### config.mk
export PLATFORM = sky130hd
export DESIGN_NAME = uart_cmd_decoder
export DESIGN_NICKNAME = d
export VERILOG_FILES = /design/src/rtl/uart_cmd_pkg.sv /design/src/rtl/cmd_timeout_counter.sv /design/src/rtl/uart_cmd_decoder.sv
export SDC_FILE = /design/constraint.sdc
export NUM_CORES = 1
export LEC_CHECK = 0
export BUFFER_PORTS_ARGS = -buffer_cell sky130_fd_sc_hd__buf_4
export CORE_MARGIN = 5
export CORE_UTILIZATION = 40
export CTS_CLUSTER_DIAMETER = 100
export DETAILED_ROUTE_END_ITERATION = 16
export PLACE_DENSITY = 0.65
export SYNTH_ARGS = -nofsm -noshare
export SYNTH_HDL_FRONTEND = slang
export SYNTH_HIERARCHICAL = 1
export SYNTH_SLANG_ARGS = --single-unit
export TNS_END_PERCENT = 5
### constraint.sdc
create_clock -name clk -period 3.4 [get_ports clk]
set_input_delay 0.68 -clock clk [delete_from_list [all_inputs] [get_ports clk]]
set_output_delay 0.68 -clock clk [all_outputs]
set_load 0.02 [all_outputs]
### src/rtl/uart_cmd_pkg.sv
`default_nettype none
// ============================================================================
// Module   : uart_cmd_pkg
// Purpose  : Shared opcodes, FSM state encodings and framing constants for
//            the UART command decoder and its helpers.
// Revision : 1.0  initial release
// ============================================================================
package uart_cmd_pkg;

  // Command opcodes (ASCII)
  localparam logic [7:0] OP_DELAY  = 8'h44;  // 'D' set trigger delay
  localparam logic [7:0] OP_WIDTH  = 8'h57;  // 'W' set trigger pulse width
  localparam logic [7:0] OP_ARM    = 8'h41;  // 'A' arm
  localparam logic [7:0] OP_DISARM = 8'h43;  // 'C' disarm

  // Decoder FSM state encodings
  localparam logic [1:0] ST_IDLE = 2'd0;
  localparam logic [1:0] ST_ARG  = 2'd1;
  localparam logic [1:0] ST_CHK  = 2'd2;
  localparam logic [1:0] ST_EXEC = 2'd3;

  // Argument framing: little-endian, fixed length
  localparam int ARG_BYTES = 4;
  localparam int ARG_W     = ARG_BYTES * 8;
  localparam int ARG_CNT_W = $clog2(ARG_BYTES);

  // Opcodes that are followed by an argument
  function automatic logic opHasArg(input logic [7:0] op);
    return (op == OP_DELAY) || (op == OP_WIDTH);
  endfunction

  // Any opcode the decoder understands
  function automatic logic opIsValid(input logic [7:0] op);
    return opHasArg(op) || (op == OP_ARM) || (op == OP_DISARM);
  endfunction

endpackage
`default_nettype wire

### src/rtl/cmd_timeout_counter.sv
`default_nettype none
// ============================================================================
// Module   : cmd_timeout_counter
// Purpose  : Inter-byte timeout for the command decoder. Counts enabled
//            cycles since the last clear and flags expiry once the count
//            reaches TIMEOUT_CYCLES. TIMEOUT_CYCLES = 0 disables the timer.
// Ports    : clk     in  1  system clock
//            rst     in  1  asynchronous active-high reset
//            clear   in  1  restart the count (byte received / parser idle)
//            enable  in  1  count this cycle (parser waiting mid-frame)
//            expired out 1  count has reached TIMEOUT_CYCLES while enabled
// Revision : 1.0  initial release
// ============================================================================
module cmd_timeout_counter #(
  parameter int TIMEOUT_CYCLES = 270000
) (
  input  logic clk,
  input  logic rst,
  input  logic clear,
  input  logic enable,
  output logic expired
);

  generate
    if (TIMEOUT_CYCLES == 0) begin : g_disabled
      logic w_unused;
      assign w_unused = &{1'b0, clk, rst, clear, enable};
      assign expired  = 1'b0;
    end else begin : g_enabled
      localparam int CNT_W = $clog2(TIMEOUT_CYCLES + 1);
      localparam logic [CNT_W-1:0] C_LIMIT = CNT_W'(TIMEOUT_CYCLES);

      logic [CNT_W-1:0] r_count;

      // Saturates at the limit so expiry stays asserted until the parser
      // reacts and clears the counter.
      always_ff @(posedge clk or posedge rst) begin
        if (rst) begin
          r_count <= '0;
        end else if (clear) begin
          r_count <= '0;
        end else if (enable && (r_count != C_LIMIT)) begin
          r_count <= r_count + 1'b1;
        end
      end

      assign expired = enable && (r_count == C_LIMIT);
    end
  endgenerate

endmodule
`default_nettype wire

### src/rtl/uart_cmd_decoder.sv
`default_nettype none
// ============================================================================
// Module   : uart_cmd_decoder
// Purpose  : Frames the UART receiver byte stream into commands (opcode plus
//            optional 4-byte little-endian argument), updates the trigger
//            delay / pulse-width registers and issues arm / disarm strobes.
//            Malformed, timed-out or rejected commands raise a one-cycle
//            cmd_error strobe.
// Config   : `CMD_CHECKSUM_EN - every frame carries a trailing XOR checksum
//            byte checked in the CHK state. Undefined: no checksum byte.
// Ports    : clk          in   1  system clock (27 MHz)
//            rst          in   1  asynchronous active-high reset
//            rx_ready     in   1  UART byte-ready level
//            rx_data      in   8  received byte, stable while rx_ready high
//            trig_busy    in   1  trigger generator armed or firing
//            delay_cycles out 32  trigger delay in clk cycles
//            pulse_width  out 32  trigger pulse width in clk cycles
//            arm          out  1  one-cycle arm strobe
//            disarm       out  1  one-cycle disarm strobe
//            cmd_error    out  1  one-cycle error strobe
// Revision : 1.0  initial release
// ============================================================================
module uart_cmd_decoder
  import uart_cmd_pkg::*;
#(
  parameter int          TIMEOUT_CYCLES = 270000,
  parameter int unsigned DEFAULT_WIDTH  = 27
) (
  input  logic        clk,
  input  logic        rst,
  input  logic        rx_ready,
  input  logic [7:0]  rx_data,
  input  logic        trig_busy,
  output logic [31:0] delay_cycles,
  output logic [31:0] pulse_width,
  output logic        arm,
  output logic        disarm,
  output logic        cmd_error
);

  localparam logic [31:0] C_DEFAULT_WIDTH = 32'(DEFAULT_WIDTH);

`ifdef CMD_CHECKSUM_EN
  localparam logic [1:0] C_AFTER_ARG   = ST_CHK;
  localparam logic [1:0] C_AFTER_NOARG = ST_CHK;
`else
  localparam logic [1:0] C_AFTER_ARG   = ST_EXEC;
  localparam logic [1:0] C_AFTER_NOARG = ST_EXEC;
`endif

  logic [1:0]           r_state;
  logic [1:0]           w_nextState;
  logic                 r_rxReadyQ;
  logic                 w_byteStb;
  logic [7:0]           r_opcode;
  logic [ARG_W-1:0]     r_arg;
  logic [ARG_CNT_W-1:0] r_argCnt;
  logic                 w_lastArg;
  logic                 w_expired;
  logic                 w_sumOk;
  logic [31:0]          r_delay;
  logic [31:0]          r_width;
  logic                 r_arm;
  logic                 r_disarm;
  logic                 r_error;

  // Output-logic decisions, registered below so every strobe is glitch-free
  logic                 w_armSet;
  logic                 w_disarmSet;
  logic                 w_errSet;
  logic                 w_wrDelay;
  logic                 w_wrWidth;

  // --------------------------------------------------------------------------
  // Byte strobe: rising edge of the ready level. The registered copy resets
  // high so a level already high at reset release is not taken as a byte.
  // --------------------------------------------------------------------------
  assign w_byteStb = rx_ready & ~r_rxReadyQ;
  assign w_lastArg = (r_argCnt == ARG_CNT_W'(ARG_BYTES - 1));

`ifdef CMD_CHECKSUM_EN
  logic [7:0] r_xor;  // running XOR of opcode and argument bytes
  assign w_sumOk = (rx_data == r_xor);
`else
  assign w_sumOk = 1'b1;
`endif

  // --------------------------------------------------------------------------
  // Inter-byte timeout: runs only while waiting for more bytes of a frame
  // --------------------------------------------------------------------------
  cmd_timeout_counter #(
    .TIMEOUT_CYCLES(TIMEOUT_CYCLES)
  ) u_timeout (
    .clk    (clk),
    .rst    (rst),
    .clear  (w_byteStb || (r_state == ST_IDLE)),
    .enable ((r_state == ST_ARG) || (r_state == ST_CHK)),
    .expired(w_expired)
  );

  // --------------------------------------------------------------------------
  // FSM state register
  // --------------------------------------------------------------------------
  always_ff @(posedge clk or posedge rst) begin
    if (rst) begin
      r_state <= ST_IDLE;
    end else begin
      r_state <= w_nextState;
    end
  end

  // --------------------------------------------------------------------------
  // FSM next state. A byte arriving in the expiry cycle wins over the timeout.
  // --------------------------------------------------------------------------
  always_comb begin
    w_nextState = r_state;
    case (r_state)
      ST_IDLE: begin
        if (w_byteStb) begin
          if (opHasArg(rx_data)) begin
            w_nextState = ST_ARG;
          end else if (opIsValid(rx_data)) begin
            w_nextState = C_AFTER_NOARG;
          end
        end
      end
      ST_ARG: begin
        if (w_byteStb) begin
          if (w_lastArg) begin
            w_nextState = C_AFTER_ARG;
          end
        end else if (w_expired) begin
          w_nextState = ST_IDLE;
        end
      end
      ST_CHK: begin
        if (w_byteStb) begin
          w_nextState = w_sumOk ? ST_EXEC : ST_IDLE;
        end else if (w_expired) begin
          w_nextState = ST_IDLE;
        end
      end
      ST_EXEC: begin
        w_nextState = ST_IDLE;
      end
      default: begin
        w_nextState = ST_IDLE;
      end
    endcase
  end

  // --------------------------------------------------------------------------
  // FSM outputs
  // --------------------------------------------------------------------------
  always_comb begin
    w_armSet    = 1'b0;
    w_disarmSet = 1'b0;
    w_errSet    = 1'b0;
    w_wrDelay   = 1'b0;
    w_wrWidth   = 1'b0;
    case (r_state)
      ST_IDLE: begin
        w_errSet = w_byteStb && !opIsValid(rx_data);
      end
      ST_ARG: begin
        w_errSet = !w_byteStb && w_expired;
      end
      ST_CHK: begin
        w_errSet = w_byteStb ? !w_sumOk : w_expired;
      end
      ST_EXEC: begin
        // Register writes are refused while the trigger generator is busy;
        // disarm is always honoured.
        case (r_opcode)
          OP_DELAY: begin
            w_wrDelay = !trig_busy;
            w_errSet  = trig_busy;
          end
          OP_WIDTH: begin
            w_wrWidth = !trig_busy;
            w_errSet  = trig_busy;
          end
          OP_ARM: begin
            w_armSet = 1'b1;
          end
          OP_DISARM: begin
            w_disarmSet = 1'b1;
          end
          default: begin
            w_errSet = 1'b1;
          end
        endcase
      end
      default: begin
        w_errSet = 1'b0;
      end
    endcase
  end

  // --------------------------------------------------------------------------
  // Datapath: edge detect, opcode latch, argument shifter, config registers
  // --------------------------------------------------------------------------
  always_ff @(posedge clk or posedge rst) begin
    if (rst) begin
      r_rxReadyQ <= 1'b1;
      r_opcode   <= 8'h00;
      r_arg      <= '0;
      r_argCnt   <= '0;
      r_delay    <= 32'd0;
      r_width    <= C_DEFAULT_WIDTH;
      r_arm      <= 1'b0;
      r_disarm   <= 1'b0;
      r_error    <= 1'b0;
`ifdef CMD_CHECKSUM_EN
      r_xor      <= 8'h00;
`endif
    end else begin
      r_rxReadyQ <= rx_ready;
      r_arm      <= w_armSet;
      r_disarm   <= w_disarmSet;
      r_error    <= w_errSet;

      if ((r_state == ST_IDLE) && w_byteStb) begin
        r_opcode <= rx_data;
        r_argCnt <= '0;
`ifdef CMD_CHECKSUM_EN
        r_xor    <= rx_data;
`endif
      end

      // Little-endian: each new byte enters at the top and shifts down, so
      // the first argument byte ends up in bits [7:0].
      if ((r_state == ST_ARG) && w_byteStb) begin
        r_arg    <= {rx_data, r_arg[ARG_W-1:8]};
        r_argCnt <= r_argCnt + 1'b1;
`ifdef CMD_CHECKSUM_EN
        r_xor    <= r_xor ^ rx_data;
`endif
      end

      if (w_wrDelay) begin
        r_delay <= r_arg;
      end
      if (w_wrWidth) begin
        r_width <= r_arg;
      end
    end
  end

  assign delay_cycles = r_delay;
  assign pulse_width  = r_width;
  assign arm          = r_arm;
  assign disarm       = r_disarm;
  assign cmd_error    = r_error;

endmodule
`default_nettype wire
== Word level (Yosys, flattened, before mapping) ==
Cells that the tools add are included.
Storage, ports and cells
  bits in registers: 131
  input bits: 12
  output and inout port bits: 67
Operators by class
  add/sub/neg operators: 2
  equal/unequal tests: 17
  muxes and demuxes: 23
  bitwise operators: 2
  reduce and logical (&&, ||, !) cells: 20
Operators by type and width (count)
  $eq 8x7->1 const B: 8
  $mux 19: 2
  $add 19x1->19 const B: 1
  $eq 19x19->1 const B: 1
  $ne 19x19->1 const B: 1
  $mux 2: 9
  $mux 1: 9
  $pmux 2 s4: 1
  $eq 2x2->1 const B: 3
  $logic_and 1x1->1: 6
  $logic_or 1x1->1: 5
  $pmux 1 s4: 1
  $reduce_bool 2->1: 2
  $reduce_or 2->1: 2
  $logic_not 1->1: 3
  $ne 3x1->1 const B: 1
  $ne 3x3->1 const B: 1
  $reduce_and 3->1: 1
  $add 2x1->2 const B: 1
  $eq 2x1->1 const B: 1
  $logic_not 2->1: 1
  $ne 2x2->1 const B: 1
  $pmux 1 s2: 1
  $and 1x1->1: 1
  $not 1->1: 1

== Depth between registers and ports, before layout ==
Gate-level depths: netlist of the first run.
  word-level depth: 8
  mapped depth: 9
  depth with buffers taken out: 9

== Modules after synthesis ==
The synthesis of the first run kept the hierarchy.
By module, submodules not included
  uart_cmd_decoder: instances 1, cells each 281, area an instance 4605.7 um^2
  cmd_timeout_counter: instances 1, cells each 124, area an instance 1169.9 um^2

== Worst setup path after synthesis of the first run ==
No wires, ideal clock.
  path kind: reg2reg
  start: register r_state[0]
  end: register r_state[0]
  arrival time: 1.780 ns
  slack: 1.495 ns
  cell stages (with the launch flop): 8
  clock period less this slack: 1.905 ns
  path through: dfrtp_1 inv_1 ha_1 clkbuf_1 and3_1 nor3b_1 o32a_1 mux2i_1
On the way
  longest elaborated chain between the ends: 6
RTL lines
  start: declaration: line uart_cmd_decoder.sv:51  | logic [1:0] r_state;
  start signal: assignment: line uart_cmd_decoder.sv:108  | r_state <= w_nextState;
  $eq 2x1->1 or $eq 2x2->1 (tied branches): line uart_cmd_decoder.sv:97  | .enable ((r_state == ST_ARG) || (r_state == ST_CHK)),
  $logic_or 1x1->1 *: line uart_cmd_decoder.sv:97
  $logic_and 1x1->1 *: line cmd_timeout_counter.sv:47  | assign expired = enable && (r_count == C_LIMIT);
  net w_expired: line uart_cmd_decoder.sv:59  | logic w_expired;
  $mux 2 *
  $mux 2 (on tied branches)
  $pmux 2 s4 *: line uart_cmd_decoder.sv:117  | case (r_state)
The timed path passes the listed nets; every way through them passes the cells marked *.
A chain may end at the register's enable or synchronous reset.

== Final worst setup path of the first run ==
  start: register r_state[0]
  end: register u_timeout.g_enabled.r_count[18]
On the way
  longest elaborated chain between the ends: 4
RTL lines
  $eq 2x1->1 or $eq 2x2->1 (tied branches): line uart_cmd_decoder.sv:97
  $logic_or 1x1->1: line uart_cmd_decoder.sv:97
  $logic_and 1x1->1: line cmd_timeout_counter.sv:42  | end else if (enable && (r_count != C_LIMIT)) begin
  $reduce_bool 2->1 (no source line)
  end signal: assignment: line cmd_timeout_counter.sv:43  | r_count <= r_count + 1'b1;
  end: declaration: line cmd_timeout_counter.sv:33  | logic [CNT_W-1:0] r_count;
Several ways; a longest one is shown, not always the timed one.

==> results of run 1 <==
==> registers in the layout (all words and copies together), names as in the netlist <==
register and cells:
pulse_width 32, u_timeout/g_enabled.r_count 19, r_opcode 8, cmd_error 1
r_rxReadyQ 1, arm 1, r_argCnt 2, r_state 2
r_arg 32, delay_cycles 32, disarm 1
==> per-layer routing <==
layer,share of wire [%],vias up
met3,5.9,19
li1,-,1638
met1,45,1814
met4,1.9,0
met5,0,-
met2,47,87
==> stage by stage <==
step                cells  hold WS (ps)  power [mW]  setup slack [ps]
CTS                   690           361        5.09              1110
detailed placement    658           495        3.14              1120
finish                690           380        5.03              1100
floorplan             405           467        2.83              1370
global placement      658           483        3.08              1240
global route          690           362        5.27               987
==> power by group through the flow <==
stage	Sequential (mW)	Clock, mW	Combinational, mW
after floorplan	2.13	0	0.700
after global placement	2.16	0	0.918
after detailed placement	2.18	0	0.955
after CTS	2.16	1.96	0.966
after global routing	2.20	2.02	1.05
final	2.15	1.92	0.954
==> final timing paths <==
kind                                  from                              end  slack [ps]  cells past startpoint
max                             r_state[0]  u_timeout/g_enabled.r_count[18]        1100                      6
min in group asynchronous              rst                        cmd_error         390                      2
max reg2reg                     r_state[0]  u_timeout/g_enabled.r_count[18]        1100                      6
max in group asynchronous              rst                   pulse_width[1]        2270                      3
min reg2reg                delay_cycles[3]                  delay_cycles[3]         510                      1
min                               rx_ready                       r_rxReadyQ         380                      1
==> logic make-up after synthesis <==
family	Yosys count	synth area share (%)
AND/OR/NAND/NOR	91	10.4
adder cells (fa/ha/maj)	8	1.73
flip-flops	131	56.9
buffers and inverters	27	3.36
AO/OA/AOI/OAI	32	3.42
XOR/XNOR	6	0.910
multiplexers	110	23.3
==> critical path, delay by kind of cell (launching register included) <==
kind / cells / cell delay, ps
buf+inv: 1 / 100
simple gates: 3 / 930
compound gates: 1 / 150
flops: 1 / 370
fa+ha+maj: 1 / 650
==> cell type report <==
type,count,area (um2)
Tap cell,184,230
Sequential cell,131,3280
Fill cell,1234,7210
Timing Repair Buffer,85,663
Clock buffer,23,478
Clock inverter,9,151
Multi-Input combinational cell,247,2300
Inverter,11,45.0
==> cells in the final DEF (no fill, tap or decap), types with 3 or more instances in the layout <==
cell type	instances
dfrtp_1	126
buf_4	83
mux2_2	76
mux2_4	30
clkbuf_16	17
nor2_1	15
o21ai_0	11
a21oi_1	10
inv_1	10
nand3_1	10
ha_1	8
or3_1	7
nand4_1	6
and3_1	6
xor2_1	6
nor2b_1	5
nand2_1	5
dfstp_2	5
and4_1	4
nand2b_1	4
bufinv_16	4
nor3b_1	3
nor4b_1	3
mux2i_1	3
nor4_1	3
clkbuf_8	3
clkinv_2	3
clkbuf_1	3
==> synthesized netlist by cell type (all sizes together), types with 2 or more instances <==
cell type,n,area (um2)
buf,12,118
dfstp,5,131
o21ai,11,55.1
or2,2,12.5
mux2i,3,30.0
clkbuf,4,35.0
nand4,7,58.8
nand3,12,70.1
nor3,2,10.0
xor2,6,52.6
a21oi,10,50.1
o21a,2,15.0
and4,6,56.3
nand2,6,22.5
dfrtp,126,3150
o31ai,2,15.0
nor4b,4,50.1
nor4,4,31.3
or3,7,43.8
inv,11,41.3
ha,8,100
nor2,15,56.3
nor4bb,2,20.0
nor2b,6,40.0
nand2b,4,25.0
and3,7,48.8
and2,2,13.8
nor3b,3,22.5
mux2,107,1320
==> results.yml, run 1 <==
global_route:
  busiest_layer: "met2"
  grt_use_met3_pct: 3.89
  antenna_found_initial: 0
  grtUsageTotal_pct: 14.4
  grt_max_degree: 47
  grt_pass1_wl_mm: 19.0
  globalRouteMet1Util_pct: 18.8
  met2_usage_pct: 22.5
  grt.overflow.total: 0
  grt_pass1_vias: 3577
status:
  status: "completed"
synth:
  async_reset_ff_share_pct: 100
  synth_cells: 405
  yosysUniqueCellTypes: 52
  seq_area_frac_synth_pct: 56.9
  dominantRegCellSynth: "dfrtp_1"
  mappedNetlistArea_mm2: 0.00578
  syn_avg_cell_area_um2: 14.3
  synth_edf_count: 0
  synth.net_count: 425
  ys_seq_elements: 131
  yosysWarnings: 6
cts:
  clk_path_buf_depth: 2
  hold_buffers: 0
  clockRootBuffer: "clkbuf_16"
  htree_num_levels: 4
  cts_setup_buffers: 0
  clk_pin_slew_ps: 50
  cts_resized: 0
  cts_buffers: 17
  numClockSinks: 131
  clock_latency_ps: 420
  cts_tree: "yes"
floorplan:
  fp.dieH_um: 130
  start_util_pct: 40.2
  io_pins: 79
  rows: 44
  fp.coreArea_mm2: 0.0144
  dieWidth_um: 130
  die-area_mm2: 0.0169
worst_setup_path:
  path_max_fanout: 19
  crit_arrival_ps: 2640
  slowest_stage: "ha_1"
  required_ps: 3740
  cp-end-kind: "flip-flop"
  crit_type: "flip-flop to flip-flop"
  start_kind: "flip-flop"
  max_stage_delay_ps: 650
  path_cells: "inv_1 -> ha_1 -> nand4_1 -> or2_2 -> or4_1 -> a21oi_1"
timing:
  period_share_pct: 67.7
  hold_violations: 0
  worst_pin_slew_ps: 737
  fin_tns_setup_ps: 0
  layout_min_cycle_time_ps: 2300
  max-slew-margin-rel_pct: 50.7
  finalSetupViolCount: 0
  rsz0062_at_grt: "false"
  finalClockSkew_ps: 7.90
  slew_violations: 0
  max_freq_mhz: 435
worst_hold_path:
  hold_class: "input pin to flip-flop"
power:
  comb_power_share_pct: 19.0
  p_seq_share_pct: 42.8
  ir_drop_mv: 0.335
  p_leak_nw: 3.49
  swShare_pct: 27.8
  clockPowerShare_pct: 38.3
  power.switching_mw: 1.40
  p_int_mw: 3.63
  powerDensity_mw_per_mm2: 703
drt:
  num_vias: 3558
  drc: 0
  via_per_inst: 5.16
  antenna_left: 0
  drtPass1Iterations: 4
  wl_mm: 11.6
  wl_per_cell_um: 16.8
  first_iter_violations: 192
cells_and_area:
  synthToLayoutAreaGrowth_pct: 23.9
  design_area_mm2: 0.00716
  layout-drive-gt1-share_pct: 47.4
  num_antenna_cells: 0
  final_util_pct: 49.8
  fin_nets: 513
placement:
  dp_hpwl_mm: 7.93
  io_buffer_count: 78
  place_congestion: 0.867
  place_area_mm2: 0.00653
job:
  cap_viol_max_count: 0
(Power assumes the default switching activity.)
==> run 2: changes to the inputs <==
--- a/config.mk
+++ b/config.mk
@@ -5,6 +5,7 @@
 export SDC_FILE = /design/constraint.sdc
 export NUM_CORES = 1
 export LEC_CHECK = 0
+export ABC_AREA = 1
 export BUFFER_PORTS_ARGS = -buffer_cell sky130_fd_sc_hd__buf_4
 export CORE_MARGIN = 5
 export CORE_UTILIZATION = 40
==> constraint.sdc (replaced) <==
create_clock -name clk -period 2.05 [get_ports clk]
set_input_delay 0.41 -clock clk [delete_from_list [all_inputs] [get_ports clk]]
set_output_delay 0.41 -clock clk [all_outputs]
set_load 0.02 [all_outputs]
==> run 2 against run 1 <==
Compared with the run above:
- largest cell class unchanged
- register-to-register slack worse by 840 ps
- synthesized cell count is 68% higher
- synthesized area is 7.4% higher
- largest power group unchanged
==> results.yml, run 2 <==
status:
  status: "completed"
cells_and_area:
  final_common_cell: "nand2_1"
  fin_nets: 790
  final_util_pct: 50.1
  synthToLayoutAreaGrowth_pct: 22.8
  layout-drive-gt1-share_pct: 28.6
  finalNonFillerCells: 971
  final_cell_mix: "197 x nand2_1, 126 x dfrtp_1, 90 x buf_4"
  num_antenna_cells: 0
timing:
  setup_ws_ps: 264
  hold_violations: 0
  period_share_pct: 87.1
  fin_tns_setup_ps: 0
  max-slew-margin-rel_pct: 52.8
  worst_pin_slew_ps: 706
  slew_violations: 0
  finalSetupViolCount: 0
  max_freq_mhz: 560
  layout_min_cycle_time_ps: 1790
  finalClockSkew_ps: 5.59
  rsz0062_at_grt: "false"
worst_setup_path:
  max_stage_delay_ps: 410
  start_kind: "flip-flop"
  path_max_fanout: 19
  required_ps: 2340
  crit_type: "flip-flop to flip-flop"
  path_buf_inv: 2
  cpLargestDelayFamily: "simple AND/OR/NAND/NOR gates"
  slowest_stage: "dfrtp_1"
  crit_path_frequent_cell: "nand2_1"
  crit_arrival_ps: 2070
  path_cells: "inv_1 -> ha_1 -> nand2_1 -> inv_1 -> nand2_1 -> nor2_2 -> nand3_2 -> nand2_4 -> nand2_4 -> nand2_1 -> o21ai_0"
  cp-end-kind: "flip-flop"
drt:
  drtPass1Iterations: 4
  first_iter_violations: 263
  via_per_inst: 4.63
  wl_mm: 12.9
  drc: 0
  antenna_left: 0
  num_vias: 4495
  wl_per_cell_um: 13.3
cts:
  clockRootBuffer: "clkbuf_16"
  cts_buffers: 17
  htree_num_levels: 4
  numClockSinks: 131
  cts_resized: 0
  cts_setup_buffers: 0
  hold_buffers: 0
  clock_latency_ps: 410
  cts_tree: "yes"
  clk_path_buf_depth: 2
  clk_pin_slew_ps: 60
floorplan:
  start_util_pct: 40.8
  io_pins: 79
  fp.coreArea_mm2: 0.0152
  dieWidth_um: 135
  fp.dieH_um: 135
  rows: 45
  die-area_mm2: 0.0181
power:
  ir_drop_mv: 0.616
  p_leak_nw: 3.74
  p_seq_share_pct: 40.0
  p_int_mw: 5.42
  powerDensity_mw_per_mm2: 1070
  clockPowerShare_pct: 35.8
  comb_power_share_pct: 24.1
  power.switching_mw: 2.75
  power.total_mw: 8.17
  swShare_pct: 33.7
synth:
  syn_avg_cell_area_um2: 9.13
  yosys.area.top_type_share_pct: 50.8
  synth_commonest_cells: "197 x nand2_1, 126 x dfrtp_1, 74 x inv_1"
  synth_top_area_cell: "dfrtp_1"
  yosysUniqueCellTypes: 29
  ys_top_cells_by_area: "dfrtp_1 51%, nand2_1 12%, o21ai_2 9.0%"
  dominantRegCellSynth: "dfrtp_1"
  synth_edf_count: 0
  ys_seq_elements: 131
  async_reset_ff_share_pct: 100
  synth_cells: 679
  mappedNetlistArea_mm2: 0.00620
  synth.net_count: 699
  yosysWarnings: 6
  synth_most_common_cell: "nand2_1"
  seq_area_frac_synth_pct: 53.0
global_route:
  antenna_found_initial: 0
  grt.overflow.total: 0
  grtUsageTotal_pct: 14.9
  grt_pass1_vias: 4273
  grt_max_degree: 68
  grt_pass1_wl_mm: 21.5
placement:
  dp_hpwl_mm: 9.49
  place_ws_ps: 279
  place_congestion: 0.903
  io_buffer_count: 78
  dp.cells: 939
job:
  cap_viol_max_count: 0
worst_hold_path:
  hold_class: "input pin to async pin"
## run 2: area by class of cell
type / instances / area (um2)
clock inverter: 13 / 136
fill: 1460 / 7580
tap: 188 / 235
inverter: 75 / 285
timing repair buffer: 98 / 836
sequential: 131 / 3280
clock buffer: 19 / 443
multi-input combinational: 447 / 2400
## run 2: power groups by stage
stage / registers [mW] / clock network, mW / logic (mW)
global placement: 3.30 / 0 / 1.98
floorplan: 3.29 / 0 / 1.50
global route: 3.33 / 3.12 / 2.27
CTS: 3.27 / 2.99 / 2.02
detailed placement: 3.31 / 0 / 2.01
finish: 3.27 / 2.93 / 1.97
## run 2: worst min-delay path: stages
cell and delay, ps:
buf_4 120, inv_1 40, buf_4 260
## run 2: final timing paths
check / depth (start not counted) / endpoint / slack (ps) / startpoint
max: 11 / u_timeout/g_enabled.r_count[13] / 260 / u_timeout/g_enabled.r_count[0]
min: 3 / u_timeout/g_enabled.r_count[2] / 40 / rst
max reg2reg: 11 / u_timeout/g_enabled.r_count[13] / 260 / u_timeout/g_enabled.r_count[0]
min reg2reg: 2 / delay_cycles[20] / 480 / delay_cycles[20]
max in group asynchronous: 3 / pulse_width[3] / 1310 / rst
min in group clk: 1 / r_rxReadyQ / 110 / rx_ready
## run 2: layer usage
layer	global-route usage (%)	routed length, um
met1	19.8	5980
met2	24.0	6230
met3	3.73	508
met4	5.32	210
met5	0	0
## run 2: cell families (layout without fill, tap and decap cells)
| logic type | count (synthesis) | count (layout) | synth area share (%) |
|---|---|---|---|
| and+or+nand+nor | 312 | 312 | 22.1 |
| DFF | 131 | 131 | 53.0 |
| AOI/OAI and AO/OA | 115 | 115 | 13.2 |
| buffers and inverters | 101 | 205 | 8.37 |
| xor gates and xnor gates | 12 | 12 | 1.69 |
| adders and majority gates | 8 | 8 | 1.61 |
## run 2: metrics by stage
| stage | area [um2] | hold WS [ps] |
|---|---|---|
| final | 7620 | 40.3 |
| after global routing | 7620 | 66.1 |
| after CTS | 7620 | 32.4 |
| after detailed placement | 7040 | 468 |
| after global placement | 7040 | 466 |
| after floorplan | 6200 | 361 |
==> run 3: changes to the inputs <==
--- a/config.mk
+++ b/config.mk
@@ -7,7 +7,7 @@
 export LEC_CHECK = 0
 export ABC_AREA = 1
 export BUFFER_PORTS_ARGS = -buffer_cell sky130_fd_sc_hd__buf_4
-export CORE_MARGIN = 5
+export CORE_MARGIN = 2
 export CORE_UTILIZATION = 40
 export CTS_CLUSTER_DIAMETER = 100
 export DETAILED_ROUTE_END_ITERATION = 16
==> run 3 against run 2 <==
Compared with the run above:
- non-clock buffer count fell by 7
- critical path depth rose by 4
- global-route usage rose by 1.7 points
- largest power group unchanged
- clock skew rose by 2.6 ps
- sequential cell count did not move
- fmax fell by 0.52%
==> results.yml, run 3 (synthesized netlist as in run 2, its figures left out) <==
status:
  status: "completed"
worst_setup_path:
  slowest_stage: "dfrtp_1"
  start_kind: "flip-flop"
  required_ps: 2360
  endpoint: "r_state[1]"
  path_cells: "inv_1 -> ha_1 -> nand2_1 -> inv_1 -> nand2_1 -> inv_1 -> nand4_1 -> nor2_1 -> inv_1 -> a21oi_1 -> o22ai_1 -> inv_1 -> nand2_1 -> nand2_1 -> nand2_1"
  cp-end-kind: "flip-flop"
  crit_type: "flip-flop to flip-flop"
  regToRegStartpoint: "u_timeout/g_enabled.r_count[0]"
  r2r_cells: 15
  path_max_fanout: 4
  crit_arrival_ps: 2100
  ff2ff_setup_slack_ps: 250
  worst_r2r_endpoint: "r_state[1]"
  max_stage_delay_ps: 410
  crit_start: "u_timeout/g_enabled.r_count[0]"
cells_and_area:
  final_common_cell: "nand2_1"
  fin_nets: 783
  num_antenna_cells: 0
  nFillCells: 1473
  synthToLayoutAreaGrowth_pct: 21.9
  layout-drive-gt1-share_pct: 27.8
  seqCellArea_mm2: 0.00328
  final_cell_mix: "197 x nand2_1, 126 x dfrtp_1, 86 x buf_4"
  multiInputGateArea_mm2: 0.00240
timing:
  slew_violations: 0
  hold_ws_ps: 108
  finalClockSkew_ps: 8.19
  fin_tns_setup_ps: 0
  finalSetupViolCount: 0
  rsz0062_at_grt: "false"
  max-slew-margin-rel_pct: 49.9
  layout_min_cycle_time_ps: 1800
  worst_pin_slew_ps: 751
  max_freq_mhz: 557
  hold_violations: 0
  period_share_pct: 87.6
global_route:
  grt.overflow.total: 0
  grt_pass1_wl_mm: 21.7
  grt_pass1_vias: 4347
  antenna_found_initial: 0
  grtUsageTotal_pct: 16.6
  grt_max_degree: 113
floorplan:
  dieWidth_um: 129
  io_pins: 79
  rows: 45
  fp.coreArea_mm2: 0.0152
  die-area_mm2: 0.0165
  fp.dieH_um: 129
  start_util_pct: 40.8
cts:
  hold_buffers: 0
  cts_resized: 0
  cts_buffers: 17
  htree_num_levels: 4
  cts_tree: "yes"
  cts_setup_buffers: 0
  clock_latency_ps: 410
  numClockSinks: 131
  clk_pin_slew_ps: 60
  clk_path_buf_depth: 2
  clockRootBuffer: "clkbuf_16"
power:
  powerDensity_mw_per_mm2: 1100
  ir_drop_mv: 0.653
  p_leak_nw: 3.71
drt:
  via_per_inst: 4.68
  drtPass1Iterations: 4
  wl_mm: 12.9
  num_vias: 4515
  first_iter_violations: 331
  wl_per_cell_um: 13.3
  drc: 0
  antenna_left: 0
worst_hold_path:
  hold_class: "input pin to flip-flop"
placement:
  io_buffer_count: 78
  dp_hpwl_mm: 8.88
  place_congestion: 0.891
job:
  cap_viol_max_count: 0
[run 3: area by class of cell]
type / count / area share [%]
Sequential cell: 131 / 43.5
Timing Repair Buffer: 91 / 9.87
Tap cell: 188 / 3.11
Clock buffer: 21 / 6.09
Clock inverter: 11 / 1.99
Multi-Input combinational cell: 447 / 31.7
Inverter: 75 / 3.77
[run 3: critical path: cells and delay by family (launching register included)]
kind | cells | cell delay (ps)
simple gates | 7 | 530
buf+inv | 5 | 370
fa+ha+maj | 1 | 150
compound gates | 2 | 220
flops | 1 | 410
[run 3: power by group]
part	leakage [nW]	internal (mW)	total [mW]	switching, mW
clock	0.294	1.99	3.10	1.12
combinational	1.65	0.573	1.96	1.38
sequential	1.77	3.00	3.27	0.268
total	3.71	5.56	8.33	2.76
[run 3: routing by layer]
metal	vias to the layer above	part of all wire, %	global-route usage [%]	routed length [um]
met5	-	0	0	0
met4	0	0.79	4.28	101
met3	11	4.1	4.66	531
met2	79	48	27.4	6220
met1	2102	47	21.8	5990
li1	2323	-	-	-
[run 3: how the worst min path moves through the flow]
stage	start	endpoint	slack [ps]	cells after the start
2_1_floorplan	rst	u_timeout/g_enabled.r_count[0]	360	1
3_3_place_gp	r_arg[14]	r_arg[14]	460	2
3_5_place_dp	delay_cycles[5]	delay_cycles[5]	470	2
4_1_cts	rx_ready	r_rxReadyQ	90	1
5_1_grt	rx_ready	r_rxReadyQ	90	1
6_report	rx_ready	r_rxReadyQ	110	1
[run 3: metrics by stage]
| stage | total power [mW] | utilization, % | cells | setup WS [ps] | instance area, um2 |
|---|---|---|---|---|---|
| after floorplan | 4.79 | - | 679 | 287 | 6200 |
| after global placement | 5.26 | 45.7 | 932 | 335 | 6950 |
| after detailed placement | 5.30 | 45.7 | 932 | 265 | 6950 |
| after CTS | 8.46 | 49.7 | 964 | 243 | 7560 |
| after global routing | 8.88 | 49.7 | 964 | 44.4 | 7560 |
| final | 8.33 | 49.7 | 964 | 254 | 7560 |
